[config.mk]
export PLATFORM = sky130hd
export DESIGN_NAME = gate_bus_pipe_flat
export DESIGN_NICKNAME = d
export VERILOG_FILES = /design/src/rtl/gate_bus_pkg.sv /design/src/rtl/gate_bus_pipe_if.sv /design/src/rtl/gate_bus_stage.sv /design/src/rtl/gate_bus_pipe.sv /design/src/flat_wrapper.sv
export SDC_FILE = /design/constraint.sdc
export NUM_CORES = 1
export LEC_CHECK = 0
export ABC_AREA = 1
export BUFFER_PORTS_ARGS = -buffer_cell sky130_fd_sc_hd__buf_2
export CORE_UTILIZATION = 55
export DETAILED_ROUTE_END_ITERATION = 7
export PLACE_DENSITY_LB_ADDON = 0.05
export SLEW_MARGIN = 20
export SYNTH_ARGS = -nofsm -noshare
export SYNTH_HDL_FRONTEND = slang
export SYNTH_SLANG_ARGS = --single-unit
[constraint.sdc]
create_clock -name CLK -period 1.8 [get_ports CLK]
set_input_delay 0.36 -clock CLK [delete_from_list [all_inputs] [get_ports CLK]]
set_output_delay 0.36 -clock CLK [all_outputs]
set_load 0.01 [all_outputs]
[src/rtl/gate_bus_pkg.sv]
// Shared op-code type, sizing limits and the masked multi-operand gate evaluator
// for the gate_bus_pipe block.
package gate_bus_pkg;

  localparam int unsigned GB_OP_W       = 3;
  localparam int unsigned GB_MAX_WIDTH  = 64;
  localparam int unsigned GB_MAX_INPUTS = 8;
  localparam int unsigned GB_VEC_W      = GB_MAX_INPUTS * GB_MAX_WIDTH;

  typedef enum logic [GB_OP_W-1:0] {
    GB_AND  = 3'd0,
    GB_NAND = 3'd1,
    GB_OR   = 3'd2,
    GB_NOR  = 3'd3,
    GB_XOR  = 3'd4,
    GB_XNOR = 3'd5,
    GB_INV  = 3'd6,
    GB_BUF  = 3'd7
  } gb_op_t;

  // Operands and masks are packed at GB_MAX_WIDTH pitch; callers take the low result bits.
  function automatic logic [GB_MAX_WIDTH-1:0] gb_eval(
    input gb_op_t                  op,
    input logic [GB_VEC_W-1:0]     operands,
    input logic [GB_VEC_W-1:0]     masks,
    input int unsigned             n_inputs
  );
    logic [GB_MAX_WIDTH-1:0] m;
    logic [GB_MAX_WIDTH-1:0] m0;
    logic [GB_MAX_WIDTH-1:0] acc_and;
    logic [GB_MAX_WIDTH-1:0] acc_or;
    logic [GB_MAX_WIDTH-1:0] acc_xor;
    logic [GB_MAX_WIDTH-1:0] res;
    acc_and = '1;
    acc_or  = '0;
    acc_xor = '0;
    m       = '0;
    res     = '0;
    m0      = operands[GB_MAX_WIDTH-1:0] ^ masks[GB_MAX_WIDTH-1:0];
    for (int unsigned k = 0; k < GB_MAX_INPUTS; k++) begin
      if (k < n_inputs) begin
        m       = operands[k*GB_MAX_WIDTH +: GB_MAX_WIDTH] ^ masks[k*GB_MAX_WIDTH +: GB_MAX_WIDTH];
        acc_and = acc_and & m;
        acc_or  = acc_or | m;
        acc_xor = acc_xor ^ m;
      end
    end
    case (op)
      GB_AND:  res = acc_and;
      GB_NAND: res = ~acc_and;
      GB_OR:   res = acc_or;
      GB_NOR:  res = ~acc_or;
      GB_XOR:  res = acc_xor;
      GB_XNOR: res = ~acc_xor;
      GB_INV:  res = ~m0;
      GB_BUF:  res = m0;
      default: res = '0;
    endcase
    return res;
  endfunction

endpackage

[src/rtl/gate_bus_pipe_if.sv]
// Operand/result handshake bundle for gate_bus_pipe.
// GATE_BUS_REDUCE_EN adds the RED_AND/RED_OR/RED_XOR result side-band.
interface gate_bus_pipe_if
  import gate_bus_pkg::*;
#(
  parameter int unsigned C_WIDTH  = 16,
  parameter int unsigned C_INPUTS = 4
);

  logic                        IN_VALID;
  logic                        IN_READY;
  logic [C_INPUTS*C_WIDTH-1:0] I;
  logic [GB_OP_W-1:0]          OP;
  logic                        OUT_VALID;
  logic                        OUT_READY;
  logic [C_WIDTH-1:0]          Q;
  logic [GB_OP_W-1:0]          OP_Q;
  logic                        BUSY;
`ifdef GATE_BUS_REDUCE_EN
  logic                        RED_AND;
  logic                        RED_OR;
  logic                        RED_XOR;
`endif

  modport slave (
    input  IN_VALID, I, OP, OUT_READY,
    output IN_READY, OUT_VALID, Q, OP_Q, BUSY
`ifdef GATE_BUS_REDUCE_EN
    , output RED_AND, RED_OR, RED_XOR
`endif
  );

  modport master (
    output IN_VALID, I, OP, OUT_READY,
    input  IN_READY, OUT_VALID, Q, OP_Q, BUSY
`ifdef GATE_BUS_REDUCE_EN
    , input RED_AND, RED_OR, RED_XOR
`endif
  );

endinterface

[src/rtl/gate_bus_stage.sv]
// One valid/data pipeline slice with load, hold, synchronous clear and init.
module gate_bus_stage #(
  parameter int unsigned     C_DW   = 8,
  parameter logic [C_DW-1:0] C_INIT = '0
) (
  input  logic            CLK,
  input  logic            i_sclr,
  input  logic            i_sinit,
  input  logic            i_load,
  input  logic            i_valid,
  input  logic [C_DW-1:0] i_data,
  output logic            o_valid,
  output logic [C_DW-1:0] o_data
);

  logic            r_valid;
  logic [C_DW-1:0] r_data;

  // Data only moves with a valid beat so a bubble never disturbs the held result.
  always_ff @(posedge CLK) begin
    if (i_sclr) begin
      r_valid <= 1'b0;
      r_data  <= '0;
    end else if (i_sinit) begin
      r_valid <= 1'b0;
      r_data  <= C_INIT;
    end else if (i_load) begin
      r_valid <= i_valid;
      if (i_valid) begin
        r_data <= i_data;
      end
    end
  end

  assign o_valid = r_valid;
  assign o_data  = r_data;

endmodule

[src/rtl/gate_bus_pipe.sv]
// Run-time op-code masked gate bus feeding a C_LATENCY-deep valid/ready pipeline.
// GATE_BUS_REDUCE_EN carries AND/OR/XOR reductions of each result beside Q.
module gate_bus_pipe
  import gate_bus_pkg::*;
#(
  parameter int unsigned                 C_WIDTH     = 16,
  parameter int unsigned                 C_INPUTS    = 4,
  parameter logic [C_INPUTS*C_WIDTH-1:0] C_INV_MASK  = '0,
  parameter int unsigned                 C_LATENCY   = 2,
  parameter logic [C_WIDTH-1:0]          C_SINIT_VAL = '0
) (
  input  logic          CLK,
  input  logic          SCLR,
  input  logic          CE,
  input  logic          SINIT,
  gate_bus_pipe_if.slave bus
);

  // Stage word layout (LSB first): result, op code, then the optional reductions.
`ifdef GATE_BUS_REDUCE_EN
  localparam int unsigned    C_DW   = C_WIDTH + GB_OP_W + 3;
  localparam logic [C_DW-1:0] C_INIT = {&C_SINIT_VAL, |C_SINIT_VAL, ^C_SINIT_VAL,
                                        GB_BUF, C_SINIT_VAL};
`else
  localparam int unsigned    C_DW   = C_WIDTH + GB_OP_W;
  localparam logic [C_DW-1:0] C_INIT = {GB_BUF, C_SINIT_VAL};
`endif

  logic [GB_VEC_W-1:0]  w_ops;
  logic [GB_VEC_W-1:0]  w_msk;
  logic [C_WIDTH-1:0]   w_res;
  logic [C_DW-1:0]      w_in;
  logic                 w_drain;
  logic                 w_nxt;
  logic [C_LATENCY-1:0] w_valid;
  logic [C_LATENCY-1:0] w_load;
  logic [C_DW-1:0]      w_data [C_LATENCY];

  // Re-pack operands and masks to the evaluator's fixed pitch.
  always_comb begin
    w_ops = '0;
    w_msk = '0;
    for (int unsigned k = 0; k < C_INPUTS; k++) begin
      w_ops[k*GB_MAX_WIDTH +: C_WIDTH] = bus.I[k*C_WIDTH +: C_WIDTH];
      w_msk[k*GB_MAX_WIDTH +: C_WIDTH] = C_INV_MASK[k*C_WIDTH +: C_WIDTH];
    end
  end

  assign w_res = C_WIDTH'(gb_eval(gb_op_t'(bus.OP), w_ops, w_msk, C_INPUTS));

`ifdef GATE_BUS_REDUCE_EN
  assign w_in = {&w_res, |w_res, ^w_res, bus.OP, w_res};
`else
  assign w_in = {bus.OP, w_res};
`endif

  assign w_drain = CE & w_valid[C_LATENCY-1] & bus.OUT_READY;

  // A stage loads when empty or when its successor takes its beat; walk from the output back.
  always_comb begin
    w_load = '0;
    w_nxt  = w_drain;
    for (int s = int'(C_LATENCY) - 1; s >= 0; s--) begin
      w_nxt     = CE & (~w_valid[s] | w_nxt);
      w_load[s] = w_nxt;
    end
  end

  for (genvar s = 0; s < int'(C_LATENCY); s++) begin : g_stage
    logic            w_vin;
    logic [C_DW-1:0] w_din;

    if (s == 0) begin : g_head
      assign w_vin = bus.IN_VALID;
      assign w_din = w_in;
    end else begin : g_body
      assign w_vin = w_valid[s-1];
      assign w_din = w_data[s-1];
    end

    gate_bus_stage #(
      .C_DW   (C_DW),
      .C_INIT (C_INIT)
    ) u_stage (
      .CLK     (CLK),
      .i_sclr  (SCLR),
      .i_sinit (SINIT),
      .i_load  (w_load[s]),
      .i_valid (w_vin),
      .i_data  (w_din),
      .o_valid (w_valid[s]),
      .o_data  (w_data[s])
    );
  end

  assign bus.IN_READY  = w_load[0];
  assign bus.OUT_VALID = w_valid[C_LATENCY-1];
  assign bus.Q         = w_data[C_LATENCY-1][C_WIDTH-1:0];
  assign bus.OP_Q      = w_data[C_LATENCY-1][C_WIDTH +: GB_OP_W];
  assign bus.BUSY      = |w_valid;

`ifdef GATE_BUS_REDUCE_EN
  assign bus.RED_AND = w_data[C_LATENCY-1][C_DW-1];
  assign bus.RED_OR  = w_data[C_LATENCY-1][C_DW-2];
  assign bus.RED_XOR = w_data[C_LATENCY-1][C_DW-3];
`endif

endmodule
[src/flat_wrapper.sv]
// flat-port wrapper written by rule: the top's interface ports become plain ports
module gate_bus_pipe_flat import gate_bus_pkg::*;
#(
  parameter int unsigned                 C_WIDTH     = 16,
  parameter int unsigned                 C_INPUTS    = 4,
  parameter logic [C_INPUTS*C_WIDTH-1:0] C_INV_MASK  = '0,
  parameter int unsigned                 C_LATENCY   = 2,
  parameter logic [C_WIDTH-1:0]          C_SINIT_VAL = '0
)
  (CLK, SCLR, CE, SINIT, bus_IN_VALID, bus_I, bus_OP, bus_OUT_READY, bus_IN_READY, bus_OUT_VALID, bus_Q, bus_OP_Q, bus_BUSY);
  gate_bus_pipe_if #(.C_WIDTH(C_WIDTH), .C_INPUTS(C_INPUTS)) bus_i ();
  input  logic CLK;
  input  logic SCLR;
  input  logic CE;
  input  logic SINIT;
  input wire logic [$bits(bus_i.IN_VALID)-1:0] bus_IN_VALID;
  input wire logic [$bits(bus_i.I)-1:0] bus_I;
  input wire logic [$bits(bus_i.OP)-1:0] bus_OP;
  input wire logic [$bits(bus_i.OUT_READY)-1:0] bus_OUT_READY;
  output wire logic [$bits(bus_i.IN_READY)-1:0] bus_IN_READY;
  output wire logic [$bits(bus_i.OUT_VALID)-1:0] bus_OUT_VALID;
  output wire logic [$bits(bus_i.Q)-1:0] bus_Q;
  output wire logic [$bits(bus_i.OP_Q)-1:0] bus_OP_Q;
  output wire logic [$bits(bus_i.BUSY)-1:0] bus_BUSY;
  assign bus_i.IN_VALID = bus_IN_VALID;
  assign bus_i.I = bus_I;
  assign bus_i.OP = bus_OP;
  assign bus_i.OUT_READY = bus_OUT_READY;
  assign bus_IN_READY = bus_i.IN_READY;
  assign bus_OUT_VALID = bus_i.OUT_VALID;
  assign bus_Q = bus_i.Q;
  assign bus_OP_Q = bus_i.OP_Q;
  assign bus_BUSY = bus_i.BUSY;
  gate_bus_pipe #(.C_WIDTH(C_WIDTH), .C_INPUTS(C_INPUTS), .C_INV_MASK(C_INV_MASK), .C_LATENCY(C_LATENCY), .C_SINIT_VAL(C_SINIT_VAL)) u_core (.CLK(CLK), .SCLR(SCLR), .CE(CE), .SINIT(SINIT), .bus(bus_i));
endmodule
# [Word-level counts from Yosys, hierarchy flattened]
# Cells that the tools add are included.
# Widths: inputs -> output; s select.
[classes] n_eq_ne=7 muxes=7 bitwise=21 reduce_logical=11
[op_table] op="$pmux 16 s8" count=1
[op_table] op="$mux 19" count=6
[op_table] op="$not 16->16" count=4
[op_table] op="$and 16x16->16" count=3
[op_table] op="$or 16x16->16" count=3
[op_table] op="$xor 16x16->16" count=3
[op_table] op="$eq 3x3->1 const B" count=4
[op_table] op="$reduce_and 2->1" count=4
[op_table] op="$reduce_bool 2->1" count=4
[op_table] op="$eq 3x2->1 const B" count=2
[op_table] op="$and 1x1->1" count=4
[op_table] op="$reduce_or 2->1" count=2
[op_table] op="$eq 3x1->1 const B" count=1
[op_table] op="$logic_not 3->1" count=1
[op_table] op="$not 1->1" count=2
[op_table] op="$or 1x1->1" count=2
[word_totals] regBits=40 in_bits=73 out_inout_bits=22 wordCells=52

# [Longest topological paths before layout]
# Gate-level depths: netlist of the first run.
[depth] word_depth=8 ltp_mapped=11 mapped_depth_nobuf=11

# [By module]
# A second synthesis of the first run with hierarchy kept.
[hier_totals] hier_cells=671 area_unflattened_um2=4053.9
[modules_own_cells] module="gate_bus_pipe" instances=1 cells_each=481 area_each_um2=2464.9 seq_area_each_um2=0.0
[modules_own_cells] module="gate_bus_stage" instances=2 cells_each=95 area_each_um2=794.5 seq_area_each_um2=400.4

# [Worst setup path after synthesis of the first run]
# No wires, ideal clock.
[synth_timing] kind="register to register" from="register u_core.g_stage[1].u_stage.r_valid" to="register u_core.g_stage[0].u_stage.r_data[16]" arrival_time_ns=1.367 required_ns=1.682 path_slack_ns=0.315 stages_incl_launch_ff=9 n_path_buf=1 path_cell_list="dfxtp_1 -> nand2_1 -> o21ai_0 -> nor2_2 -> inv_1 -> buf_2 -> nand2_1 -> o21ai_0 -> nor2_1"
[synth_via] elab_chain_cells=8 elab_cells_between_ends=9
[synth_rtl] element="from (decl)" line="gate_bus_stage.sv:16" text="logic r_valid;"
[synth_rtl] element="from (signal assigned)" line="gate_bus_stage.sv:28" text="r_valid <= i_valid;"
[synth_rtl] element="$and 1x1->1 (2 in a row)" line="gate_bus_pipe.sv:57" text="assign w_drain = CE & w_valid[C_LATENCY-1] & bus.OUT_READY;"
[synth_rtl] element="$or 1x1->1 (*)" line="gate_bus_pipe.sv:64" text="w_nxt = CE & (~w_valid[s] | w_nxt);"
[synth_rtl] element="$and 1x1->1 (*)" line="gate_bus_pipe.sv:64"
[synth_rtl] element="$or 1x1->1 (*)" line="gate_bus_pipe.sv:64"
[synth_rtl] element="$and 1x1->1 (*)" line="gate_bus_pipe.sv:64"
[synth_rtl] element="$reduce_bool 2->1 (no line) (*)"
[synth_rtl] element="$reduce_and 2->1 (no line) (*)"
[synth_rtl] element="to (signal assigned)" line="gate_bus_stage.sv:30" text="r_data <= i_data;"
[synth_rtl] element="to (decl)" line="gate_bus_stage.sv:17" text="logic [C_DW-1:0] r_data;"
# Every way passes the cells marked *; elsewhere a longest branch is shown, timed or not.
# A chain may end at the register's enable or synchronous reset.

# [Worst setup path in the final report of the first run]
[layout_timing] from="register u_core.g_stage[1].u_stage.r_valid" to="output port bus_IN_READY"
[layout_via] elab_chain_cells=6 elab_cells_between_ends=7
[layout_rtl] element="$and 1x1->1 (2 in a row)" line="gate_bus_pipe.sv:57"
[layout_rtl] element="$or 1x1->1 (*)" line="gate_bus_pipe.sv:64"
[layout_rtl] element="$and 1x1->1 (*)" line="gate_bus_pipe.sv:64"
[layout_rtl] element="$or 1x1->1 (*)" line="gate_bus_pipe.sv:64"
[layout_rtl] element="$and 1x1->1 (*)" line="gate_bus_pipe.sv:64"
[layout_rtl] element="to (decl)" line="flat_wrapper.sv:20" text="output wire logic [$bits(bus_i.IN_READY)-1:0] bus_IN_READY;"
# Marked as above.

==> results.json, run 1 <==
{
  "relSlewSlack_pct": 60.3,
  "hold_depth": 2,
  "ios": 95,
  "end_kind": "output port",
  "hold_viol": 0,
  "cts_buffers": 5,
  "post-route-cell-area_um2": 4700,
  "drt-total-wl_um": 10700,
  "cts_tree": "done",
  "yosysMostFrequentCell": "nand2_1",
  "post_cts_buffers": 0,
  "fillers": 670,
  "multi_input_area_um2": 2610,
  "grt_pass1_wl_um": 17800,
  "yosys.area.top_type": "dfxtp_1",
  "outcome": "finished, final reports clean",
  "die-width_um": 86.4,
  "grt_overflow": 0,
  "rsz0062_at_grt": "no",
  "synth_compound_area_share_pct": 8.60,
  "worst_setup_path_start_kind": "flip-flop",
  "cts_root_buffer": "clkbuf_8",
  "cts_sinks": 40,
  "antenna_found_initial": 0,
  "timing.setup.tns_ps": 0,
  "drtAntennaViolNets": 0,
  "fin_nets": 928,
  "avgSynthCellArea_um2": 5.44,
  "leakage_nw": 2.86,
  "synthArstFlopShare_pct": 0,
  "holdBufCountCts": 0,
  "synth_fa_ha_area_share_pct": 10.2,
  "setup_violations": 0,
  "yosysTopAreaCellShare_pct": 20.5,
  "synth_cell_type_count": 20,
  "met2_usage_pct": 52.7,
  "skew_ps": 2.45,
  "synth_top_family_by_area": "simple AND/OR/NAND/NOR gates",
  "drv_cap": 0,
  "n_antenna_cell": 0,
  "fp.coreArea_um2": 6830,
  "ys_ff_latch": 40,
  "period_share_pct": 95.9,
  "insertion_delay_ps": 290,
  "grt_usage_pct": 29.5,
  "grt_max_degree": 21,
  "gr-max-usage-layer": "met2",
  "wl_per_cell_um": 11.6,
  "rr_worst_depth": 7,
  "critPathArrivalTime_ps": 1370,
  "drive_gt1_share_pct": 15.7,
  "synthFlopType": "dfxtp_1",
  "die-area_um2": 7460,
  "muxShareOfSynthArea_pct": 0,
  "synthTopCellsByCount": "nand2_1 (206), nor2_1 (159), inv_1 (109), nand3_1 (86), dfxtp_1 (40)",
  "synthCells": 720,
  "met1_usage_pct": 36.7,
  "place_area_um2": 4590,
  "die_y_um": 86.4,
  "power.density_nw_per_um2": 509,
  "htree_levels": 2,
  "start_util_pct": 57.3,
  "cts_resized": 1,
  "first_iter_violations": 244,
  "required_ps": 1440,
  "drcViolationCount": 0,
  "synth-simple-area-share_pct": 47.7,
  "firstDrtPassIters": 5,
  "fmax_mhz": 580,
  "synth_area_leaders": "dfxtp_1 (20%), nand2_1 (20%), nor2_1 (15%)",
  "layout.area.seq_um2": 801,
  "io_buffers": 94,
  "yosysSeqAreaShare_pct": 20.5,
  "clk_pin_slew_ps": 80,
  "gr-usage-met3_pct": 3.14,
  "hold_class": "in2reg",
  "dpl.hpwl_um": 8310,
  "fin_crit_ps": 1730,
  "viasPerCell": 5.08,
  "gp_congestion": 0.869,
  "path_max_fanout": 4,
  "ys.warnings.count": 0,
  "final-max-slew-violation-count": 0,
  "worstMarginPinSlew_ps": 595,
  "syn_area_um2": 3910,
  "area_growth_pct": 20.2,
  "cts_max_path_buffers": 2,
  "synth-edff-count": 0,
  "rows": 30,
  "critical_path_class": "reg2out",
  "grt_pass1_vias": 4171,
  "synthXorXnorAreaFrac_pct": 0,
  "synth_nets": 825,
  "peakVddDrop_v": 0.000383,
  "vias": 4677
}
cells by family (layout without fill, tap and decap cells):
logic type / after synthesis / after routing
buffers and inverters: 130 / 234
flip-flops: 40 / 40
AND/OR/NAND/NOR: 459 / 459
AO/OA/AOI/OAI: 59 / 59
adder cells (fa/ha/maj): 32 / 32
power by group:
part	leakage, nW	internal [W]	total [W]	switching, W
Sequential	0.325	0.000909	0.000924	0.0000150
Combinational	2.48	0.000279	0.000713	0.000434
Clock	0.0548	0.000418	0.000757	0.000339
placed cells by master, fill, tap and decap left out:
master      netlist  final
nand2_1         206    206
nor2_1          159    159
inv_1           109    109
buf_2            12     94
nand3_1          86     86
dfxtp_1          40     40
ha_1             32     32
o21ai_0          23     22
buf_4             2     21
a21oi_1          18     18
o21bai_1         15     15
clkbuf_8          0      5
nor3_1            4      3
o21ai_1           1      2
nor3_4            2      2
or2_2             1      1
a31oi_1           1      1
nor3_2            0      1
a211oi_1          1      1
nor2_2            1      1
clkinv_1          1      1
clkinvlp_4        0      1
inv_6             0      1
bufinv_16         0      1
buf_12            0      1
state kept, by name (all words and copies together) (netlist names):
signal,cells
u_core.g_stage.u_stage.o_data,38
u_core.g_stage.u_stage.o_valid,2
layer usage:
| layer | wire length, µm | part of all wire [%] |
|---|---|---|
| met2 | 5080 | 47 |
| met4 | 214 | 2.0 |
| met5 | 0 | 0 |
| met3 | 690 | 6.4 |
| met1 | 4730 | 44 |
path summary, 6_finish.rpt:
path / to / slack (ps) / start
setup / recovery: bus_IN_READY / 70 / u_core.g_stage[1].u_stage.o_valid
setup reg to reg: u_core.g_stage[0].u_stage.o_data[18] / 320 / u_core.g_stage[1].u_stage.o_valid
hold reg to reg: u_core.g_stage[1].u_stage.o_data[16] / 460 / u_core.g_stage[1].u_stage.o_data[16]
hold / removal: u_core.g_stage[1].u_stage.o_data[16] / 240 / SCLR
through the flow:
step                      setup WS, ps  util, %  hold WS, ps  instances  total power [W]
final                             74.4     68.9          243        920          0.00239
after global routing              11.1     68.9          231        920          0.00256
after CTS                         96.7     68.9          236        920          0.00240
after detailed placement          92.2     67.2          456        912          0.00165
after global placement             196     67.2          451        912          0.00162
after floorplan                    315        -          429        720          0.00139
critical path, stage by stage, from the launching register on:
cell and delay, ps:
dfxtp_1 390, nand2_1 110, o21ai_1 300, inv_1 110, buf_2 150
final cells by class:
type | count | area share, %
Multi-Input combinational cell | 550 | 55.4
Sequential cell | 40 | 17.0
Timing Repair Buffer | 116 | 13.8
Inverter | 110 | 8.78
Tap cell | 96 | 2.55
Clock buffer | 5 | 1.46
Clock inverter | 3 | 0.984
(Power assumes the default switching activity.)
==> run 2, diff against run 1 <==
Settings changed: RECOVER_POWER from default to 25.
==> results.json, run 2 (synthesized netlist as in run 1, its figures left out) <==
{
  "netSwitchingFraction_pct": 33.0,
  "power_frac_seq_pct": 38.6,
  "die-area_um2": 7460,
  "grt_pass1_vias": 4171,
  "skew_ps": 3.07,
  "clk_pin_slew_ps": 80,
  "grt_max_degree": 21,
  "top_layer_used": "met4",
  "drcViolationCount": 0,
  "gp_congestion": 0.869,
  "leakage_nw": 2.80,
  "fmax_mhz": 584,
  "crit_slowest_cell": "dfxtp_1",
  "worst_setup_path_start_kind": "flip-flop",
  "n_antenna_cell": 0,
  "layout_commonest_cell": "nand2_1",
  "grt_overflow": 0,
  "wl_met2_um": 5050,
  "antenna_found_initial": 0,
  "setup_violations": 0,
  "wl_met3_um": 726,
  "drt-total-wl_um": 10700,
  "fp.coreArea_um2": 6830,
  "insertion_delay_ps": 290,
  "die-width_um": 86.4,
  "required_ps": 1440,
  "drv_cap": 0,
  "cts_sinks": 40,
  "period_share_pct": 95.2,
  "crit_family": "flip-flops",
  "firstDrtPassIters": 5,
  "ios": 95,
  "worst-path-buf-inv": 2,
  "rows": 30,
  "cp_slowest_stage_delay_ps": 390,
  "hold_depth": 2,
  "grt_usage_pct": 29.5,
  "first_iter_violations": 241,
  "largest_reg_flops": 38,
  "end_kind": "output port",
  "outcome": "finished, final reports clean",
  "p_int_w": 0.00160,
  "worstMarginPinSlew_ps": 588,
  "hold_class": "in2reg",
  "hold_viol": 0,
  "clkPwrFrac_pct": 31.7,
  "io_buffers": 94,
  "path_max_fanout": 4,
  "rr_worst_depth": 7,
  "relSlewSlack_pct": 60.8,
  "htree_levels": 2,
  "peakVddDrop_v": 0.000383,
  "critical_path_class": "reg2out",
  "power.density_nw_per_um2": 511,
  "drive_gt1_share_pct": 13.8,
  "fin_nets": 928,
  "power_w": 0.00239,
  "cts_max_path_buffers": 2,
  "grt_pass1_wl_um": 17800,
  "wl_met1_um": 4700,
  "cts_root_buffer": "clkbuf_8",
  "cts_buffers": 5,
  "comb_power_share_pct": 29.7,
  "die_y_um": 86.4,
  "fin_crit_ps": 1710,
  "netSwitchingPower_w": 0.000789,
  "critPathArrivalTime_ps": 1350,
  "final_cell_mix": "nand2_1 (206), nor2_1 (159), inv_1 (109), nand3_1 (86), buf_2 (79)",
  "timing.setup.tns_ps": 0,
  "start_util_pct": 57.3,
  "cp_cell_sequence": "nand2_1 -> o21ai_1 -> inv_1 -> buf_2",
  "viasPerCell": 5.08,
  "drtAntennaViolNets": 0,
  "rsz0062_at_grt": "no",
  "cts_tree": "done",
  "dpl.hpwl_um": 8310,
  "final-max-slew-violation-count": 0,
  "crit_cells": 4,
  "area_growth_pct": 19.7,
  "vias": 4676,
  "wl_per_cell_um": 11.7
}
-- run 2: cell types whose count changed in the layout (fill, tap and decap cells not counted) --
cell,delta
buf_2,-15
clkbuf_1,+15
-- run 2: layout make-up --
type,count,area [µm²]
multi-input cells,550,2610
fillers,678,2150
flip-flops and latches,40,801
repair buffers,116,629
inverters,110,413
well taps,96,120
clock buffers,5,68.8
clock inverters,3,46.3
-- run 2: worst paths after layout --
kind                                   startpoint                              endpoint  slack [ps]
max             u_core.g_stage[1].u_stage.o_valid                          bus_IN_READY          90
min                                          SCLR  u_core.g_stage[1].u_stage.o_data[16]         240
max reg2reg     u_core.g_stage[1].u_stage.o_valid  u_core.g_stage[0].u_stage.o_data[18]         330
min reg2reg  u_core.g_stage[1].u_stage.o_data[16]  u_core.g_stage[1].u_stage.o_data[16]         470
-- run 2: metal layers --
layer / global-route usage [%] / vias up
met3: 3.14 / 30
li1: - / 2416
met5: 0 / -
met1: 36.7 / 2050
met4: 10.2 / 0
met2: 52.7 / 180
-- run 2: timing repair --
item / in CTS / in global routing
resized for setup: 1 / 0
hold endpoints to repair: 0 / 0
hold buffers: 0 / 0
buffers inserted: 0 / 0
setup endpoints to repair: 1 / 0
-- run 2: worst register-to-register path, stage by stage, from the launching register on --
cell     delay [ps]
dfxtp_1         390
nand2_1         110
o21ai_1         290
nor2_2           80
inv_1           120
nand2_1         110
o21ai_0         190
nor2_1           60
-- run 2: power groups by stage --
stage	Combinational, W	Clock (W)	Sequential (W)
after CTS	0.000710	0.000766	0.000923
after global placement	0.000679	0	0.000944
after floorplan	0.000447	0	0.000944
final	0.000711	0.000758	0.000924
after global routing	0.000812	0.000816	0.000927
after detailed placement	0.000705	0	0.000944
-- run 2: per-stage QoR --
stage	hold slack (ps)	std cells	utilization (%)	cell area (µm²)	setup slack, ps
floorplan	429	720	-	3910	315
global placement	451	912	67.2	4590	196
detailed placement	456	912	67.2	4590	92.2
CTS	236	920	68.9	4700	96.7
global route	231	920	68.6	4690	11.1
finish	241	920	68.6	4690	86.5
